### src/rtl/pipeline_hazard_ctrl.sv
// Hazard/sequencing controller for the 5-stage core: tracks ID..WB occupancy, selects IE
// operand forwarding, raises load-use/RAW stalls and branch flushes, and counts retirements.
module pipeline_hazard_ctrl #(
  parameter int unsigned REG_ADDR_WIDTH   = 5,
  parameter int unsigned COMMIT_CNT_WIDTH = 32,
  parameter bit          FORWARDING_EN    = 1'b1
) (
  input  logic                        i_clk,
  input  logic                        i_reset_n,
  input  logic [REG_ADDR_WIDTH-1:0]   i_id_rs1,
  input  logic [REG_ADDR_WIDTH-1:0]   i_id_rs2,
  input  logic                        i_id_use_rs1,
  input  logic                        i_id_use_rs2,
  input  logic [REG_ADDR_WIDTH-1:0]   i_id_rd,
  input  logic                        i_id_reg_wr_en,
  input  logic                        i_id_is_load,
  input  logic                        i_ie_pc_sel,
  output logic                        o_stall_if,
  output logic                        o_stall_id,
  output logic                        o_flush_id,
  output logic                        o_flush_ie,
  output logic [1:0]                  o_fwd_a_sel,
  output logic [1:0]                  o_fwd_b_sel,
  output logic                        o_instr_commit,
  output logic [COMMIT_CNT_WIDTH-1:0] o_commit_count
);

  localparam int unsigned RA = REG_ADDR_WIDTH;
  localparam int unsigned CC = COMMIT_CNT_WIDTH;

  logic          id_valid_q, id_valid_d;
  logic          ie_valid_q, ie_valid_d;
  logic [RA-1:0] ie_rd_q, ie_rs1_q, ie_rs2_q;
  logic          ie_wr_en_q, ie_is_load_q, ie_use_rs1_q, ie_use_rs2_q;
  logic          im_valid_q, im_wr_en_q, im_is_load_q;
  logic [RA-1:0] im_rd_q;
  logic          wb_valid_q, wb_wr_en_q;
  logic [RA-1:0] wb_rd_q;
  logic          commit_q;
  logic [CC-1:0] count_q;

  logic hit_ie, hit_im, hit_wb, hazard, flush, stall;
  logic [1:0] fwd_a, fwd_b;

  // A producer stage feeds a consumer operand; x0 never matches.
  function automatic logic reg_match(input logic vld, input logic wr_en, input logic [RA-1:0] rd,
                                     input logic [RA-1:0] rs, input logic use_rs);
    return vld & wr_en & (rd == rs) & (rs != '0) & use_rs;
  endfunction

  // IM beats WB; a load still in IM has no data yet and is never a source.
  function automatic logic [1:0] fwd_src(input logic [RA-1:0] rs, input logic use_rs);
    logic [1:0] sel;
    sel = 2'b00;
    if (FORWARDING_EN && ie_valid_q) begin
      if (reg_match(im_valid_q & ~im_is_load_q, im_wr_en_q, im_rd_q, rs, use_rs))
        sel = 2'b10;
      else if (reg_match(wb_valid_q, wb_wr_en_q, wb_rd_q, rs, use_rs))
        sel = 2'b01;
    end
    return sel;
  endfunction

  always_comb begin
    hit_ie = reg_match(ie_valid_q, ie_wr_en_q, ie_rd_q, i_id_rs1, i_id_use_rs1) |
             reg_match(ie_valid_q, ie_wr_en_q, ie_rd_q, i_id_rs2, i_id_use_rs2);
    hit_im = reg_match(im_valid_q, im_wr_en_q, im_rd_q, i_id_rs1, i_id_use_rs1) |
             reg_match(im_valid_q, im_wr_en_q, im_rd_q, i_id_rs2, i_id_use_rs2);
    hit_wb = reg_match(wb_valid_q, wb_wr_en_q, wb_rd_q, i_id_rs1, i_id_use_rs1) |
             reg_match(wb_valid_q, wb_wr_en_q, wb_rd_q, i_id_rs2, i_id_use_rs2);
    if (FORWARDING_EN) hazard = id_valid_q & hit_ie & ie_is_load_q;
    else               hazard = id_valid_q & (hit_ie | hit_im | hit_wb);
    // A taken branch discards ID anyway, so it overrides any stall.
    flush = i_ie_pc_sel & ie_valid_q;
    stall = hazard & ~flush;
    fwd_a = fwd_src(ie_rs1_q, ie_use_rs1_q);
    fwd_b = fwd_src(ie_rs2_q, ie_use_rs2_q);
    id_valid_d = flush ? 1'b0 : (stall ? id_valid_q : 1'b1);
    ie_valid_d = id_valid_q & ~(flush | stall);
  end

  always_ff @(posedge i_clk) begin
    if (!i_reset_n) begin
      id_valid_q   <= 1'b0;
      ie_valid_q   <= 1'b0;
      ie_rd_q      <= '0;
      ie_rs1_q     <= '0;
      ie_rs2_q     <= '0;
      ie_wr_en_q   <= 1'b0;
      ie_is_load_q <= 1'b0;
      ie_use_rs1_q <= 1'b0;
      ie_use_rs2_q <= 1'b0;
      im_valid_q   <= 1'b0;
      im_rd_q      <= '0;
      im_wr_en_q   <= 1'b0;
      im_is_load_q <= 1'b0;
      wb_valid_q   <= 1'b0;
      wb_rd_q      <= '0;
      wb_wr_en_q   <= 1'b0;
      commit_q     <= 1'b0;
      count_q      <= '0;
    end else begin
      id_valid_q   <= id_valid_d;
      ie_valid_q   <= ie_valid_d;
      ie_rd_q      <= i_id_rd;
      ie_rs1_q     <= i_id_rs1;
      ie_rs2_q     <= i_id_rs2;
      ie_wr_en_q   <= i_id_reg_wr_en;
      ie_is_load_q <= i_id_is_load;
      ie_use_rs1_q <= i_id_use_rs1;
      ie_use_rs2_q <= i_id_use_rs2;
      im_valid_q   <= ie_valid_q;
      im_rd_q      <= ie_rd_q;
      im_wr_en_q   <= ie_wr_en_q;
      im_is_load_q <= ie_is_load_q;
      wb_valid_q   <= im_valid_q;
      wb_rd_q      <= im_rd_q;
      wb_wr_en_q   <= im_wr_en_q;
      commit_q     <= wb_valid_q;
      count_q      <= count_q + CC'(wb_valid_q);
    end
  end

  assign o_stall_if     = stall;
  assign o_stall_id     = stall;
  assign o_flush_id     = flush;
  assign o_flush_ie     = flush | stall;
  assign o_fwd_a_sel    = fwd_a;
  assign o_fwd_b_sel    = fwd_b;
  assign o_instr_commit = commit_q;
  assign o_commit_count = count_q;

endmodule

### config.mk
export PLATFORM = sky130hd
export DESIGN_NAME = pipeline_hazard_ctrl
export DESIGN_NICKNAME = d
export VERILOG_FILES = /design/src/rtl/pipeline_hazard_ctrl.sv
export SDC_FILE = /design/constraint.sdc
export NUM_CORES = 1
export LEC_CHECK = 0
export BUFFER_PORTS_ARGS = -buffer_cell sky130_fd_sc_hd__buf_2
export CAP_MARGIN = 0
export CORE_MARGIN = 1.5
export CORE_UTILIZATION = 35
export CTS_CLUSTER_DIAMETER = 80
export DETAILED_ROUTE_END_ITERATION = 16
export GPL_TIMING_DRIVEN = 1
export HOLD_SLACK_MARGIN = 0.08
export PLACE_DENSITY_LB_ADDON = 0.25
export SYNTH_ARGS = -nofsm -noshare
export SYNTH_HDL_FRONTEND = slang
export SYNTH_SLANG_ARGS = --single-unit
### constraint.sdc
create_clock -name i_clk -period 3.71 [get_ports i_clk]
set_clock_uncertainty 0.2 [all_clocks]
set_input_delay 0.371 -clock i_clk [delete_from_list [all_inputs] [get_ports i_clk]]
set_output_delay 0.371 -clock i_clk [all_outputs]
set_load 0.05 [all_outputs]
==> flow_metrics.env <==
export IMPL_cts_sinks=69
export IMPL_vias_per_cell=4.82
export IMPL_finalSetupViolCount=0
export IMPL_die_y_um=95.6
export IMPL_gr_total_overflow=0
export IMPL_hold_class="input pin to register"
export IMPL_drtPass1Iterations=4
export IMPL_ys_seq_area_frac=0.461
export IMPL_start_kind="input pin"
export IMPL_remaining_drc_errors=0
export IMPL_pin_count=63
export IMPL_cts_tree="yes"
export IMPL_max_cap_violations=0
export IMPL_avgSynthCellArea_um2=9.49
export IMPL_timing_fmax_mhz=354
export IMPL_synth_nets=340
export IMPL_drt_initial_drc_count=56
export IMPL_required_ns=3.14
export IMPL_finalHoldViolations=0
export IMPL_yosys_warnings=0
export IMPL_area_growth_pct=27.0
export IMPL_crit_type="input pin to output pin"
export IMPL_setup_tns_final_ns=0
export IMPL_post_drt_wl_per_cell_um=13.3
export IMPL_cts_repair_resize_count=0
export IMPL_cts_buffers=9
export IMPL_rows=33
export IMPL_port_buffers=62
export IMPL_synthArstFlopShare=0
export IMPL_layout_common_cells="69 x dfxtp_1, 62 x buf_2, 41 x and2_1"
export IMPL_mostFrequentLayoutCell="dfxtp_1"
export IMPL_grt_pass1_wl_um=10500
export IMPL_grt_max_degree=63
export IMPL_ys_seq_elements=69
export IMPL_grt_pass1_vias=2232
export IMPL_fin_nets=419
export IMPL_timing_slew_headroom=0.574
export IMPL_start_util=0.363
export IMPL_die_area_um2=9130
export IMPL_p_total_mw=1.61
export IMPL_crit_path_end_kind="output pin"
export IMPL_pwr_density_cell_nw_per_um2=421
export IMPL_synth_cells=316
export IMPL_synth_edf_count=0
export IMPL_p_leak_nw=1.69
export IMPL_crit_fanout=3
export IMPL_ys_types=37
export IMPL_htreeDepth=3
export IMPL_clk_pin_slew_ns=0.07
export IMPL_ctsRootBufferMaster="clkbuf_8"
export IMPL_tightest_slew_ns=0.634
export IMPL_crit_arrival_ns=2.25
export IMPL_synth_area_um2=3000
export IMPL_core_area_um2=8260
export IMPL_dp_hpwl_um=4750
export IMPL_dp_slack_ns=1.39
export IMPL_ant_nets=0
export IMPL_die_w_um=95.6
export IMPL_clk_latency_ns=0.33
export IMPL_slew_violations=0
export IMPL_antenna_found_initial=0
export IMPL_final_util=0.461
export IMPL_fin_ws_ns=0.887
export IMPL_num_vias=2434
export IMPL_gp_congestion=0.814
export IMPL_outcome="finished clean"
export IMPL_rsz0062_at_grt="false"
export IMPL_min_period_ns=2.82
export IMPL_diodes=0
export IMPL_yosys_most_used_dff="dfxtp_1"
export IMPL_grt_usage=0.153
export IMPL_fin_crit_sh=0.761
export IMPL_drive_gt1_frac=0.213
export IMPL_ir_worst_vdd_mv=0.197
export IMPL_wl_um=6710
export IMPL_clk_path_buf_depth=2
## per-stage QoR
| stage | cells | instance area (µm²) | hold WS (ns) |
|---|---|---|---|
| 6_report | 505 | 3810 | 0.119 |
| 5_1_grt | 505 | 3810 | 0.102 |
| 4_1_cts | 505 | 3810 | 0.0945 |
| 3_5_place_dp | 471 | 3380 | 0.238 |
| 2_1_floorplan | 316 | 3000 | 0.221 |
| 3_3_place_gp | 471 | 3380 | 0.231 |
## synth_stat cells, types with 2 or more instances
cell        n  share of area
dfxtp_1    69           0.46
and2_1     41          0.086
xor2_1     22          0.064
nand2_1    21          0.026
xnor2_1    18          0.053
nand4_1    16          0.033
nor2_1     16          0.020
nand3_1    14          0.023
nand2b_1   13          0.027
mux2i_1    11          0.037
nor4_1     10          0.021
clkbuf_1    8          0.010
a21oi_1     7          0.012
and3_1      6          0.013
o21ai_0     5         0.0083
or4_1       5          0.013
nor3_1      4         0.0067
o31ai_1     3         0.0075
or3_1       3         0.0063
and4_1      2         0.0058
buf_4       2         0.0050
ha_1        2         0.0083
inv_1       2         0.0025
nand3_2     2         0.0067
o2111ai_1   2         0.0058
## kinds of logic (layout without fill, tap and decap cells)
group	after synthesis	count (layout)	share of synthesized area
DFF	69	69	0.461
buffers and inverters	16	100	0.0259
AOI/OAI and AO/OA	19	19	0.0392
adders and majority gates	2	2	0.00834
and+or+nand+nor	159	159	0.312
muxes	11	11	0.0367
xor gates and xnor gates	40	40	0.117
## registers in the layout (all words and copies together) (netlist names)
name            cells
id_valid_q          1
ie_is_load_q        1
ie_rd_q             5
ie_rs1_q            5
ie_rs2_q            5
ie_use_rs1_q        1
ie_use_rs2_q        1
ie_valid_q          1
ie_wr_en_q          1
im_is_load_q        1
im_rd_q             5
im_valid_q          1
im_wr_en_q          1
o_commit_count     32
o_instr_commit      1
wb_rd_q             5
wb_valid_q          1
wb_wr_en_q          1
## layer usage
metal / global-route usage / wire, µm
met1: 0.191 / 3090
met2: 0.245 / 3280
met3: 0.0494 / 251
met4: 0.0576 / 87
met5: 0 / 0
## power breakdown
group          leakage (nW)  internal [mW]  switching (mW)  total (mW)
Sequential            0.563          0.759          0.0167       0.776
Clock                 0.120          0.450           0.287       0.737
Combinational          1.00         0.0494          0.0432      0.0926
## path summary, 6_finish.rpt
kind          startpoint            endpoint  slack [ns]  depth (start not counted)
max          i_id_rs1[1]          o_stall_if        0.89                          7
min reg2reg   im_valid_q          wb_valid_q        0.25                          1
max reg2reg   wb_valid_q  o_commit_count[18]        1.70                          6
min          i_id_rs1[3]         ie_rs1_q[3]        0.12                          2
## cell type report
cell class | count | area (µm²)
fill | 820 | 4450
clock buffer | 9 | 124
tap | 105 | 131
clock inverter | 7 | 124
timing repair buffer | 81 | 498
sequential | 69 | 1380
multi-input combinational | 231 | 1540
inverter | 3 | 11.3
## repair_timing
item,CTS,global route
hold buffers,18,0
endpoints found under the hold margin,18,0
setup buffers,0,0
## worst max-delay path, cell delays in order
cell and delay (ns):
dlygate4sd3_1 0.53, buf_2 0.15, xor2_1 0.15, nor4_1 0.26, o2111ai_1 0.21, a21oi_1 0.27, buf_2 0.31
Note: power is estimated with default switching activity, not from simulation.
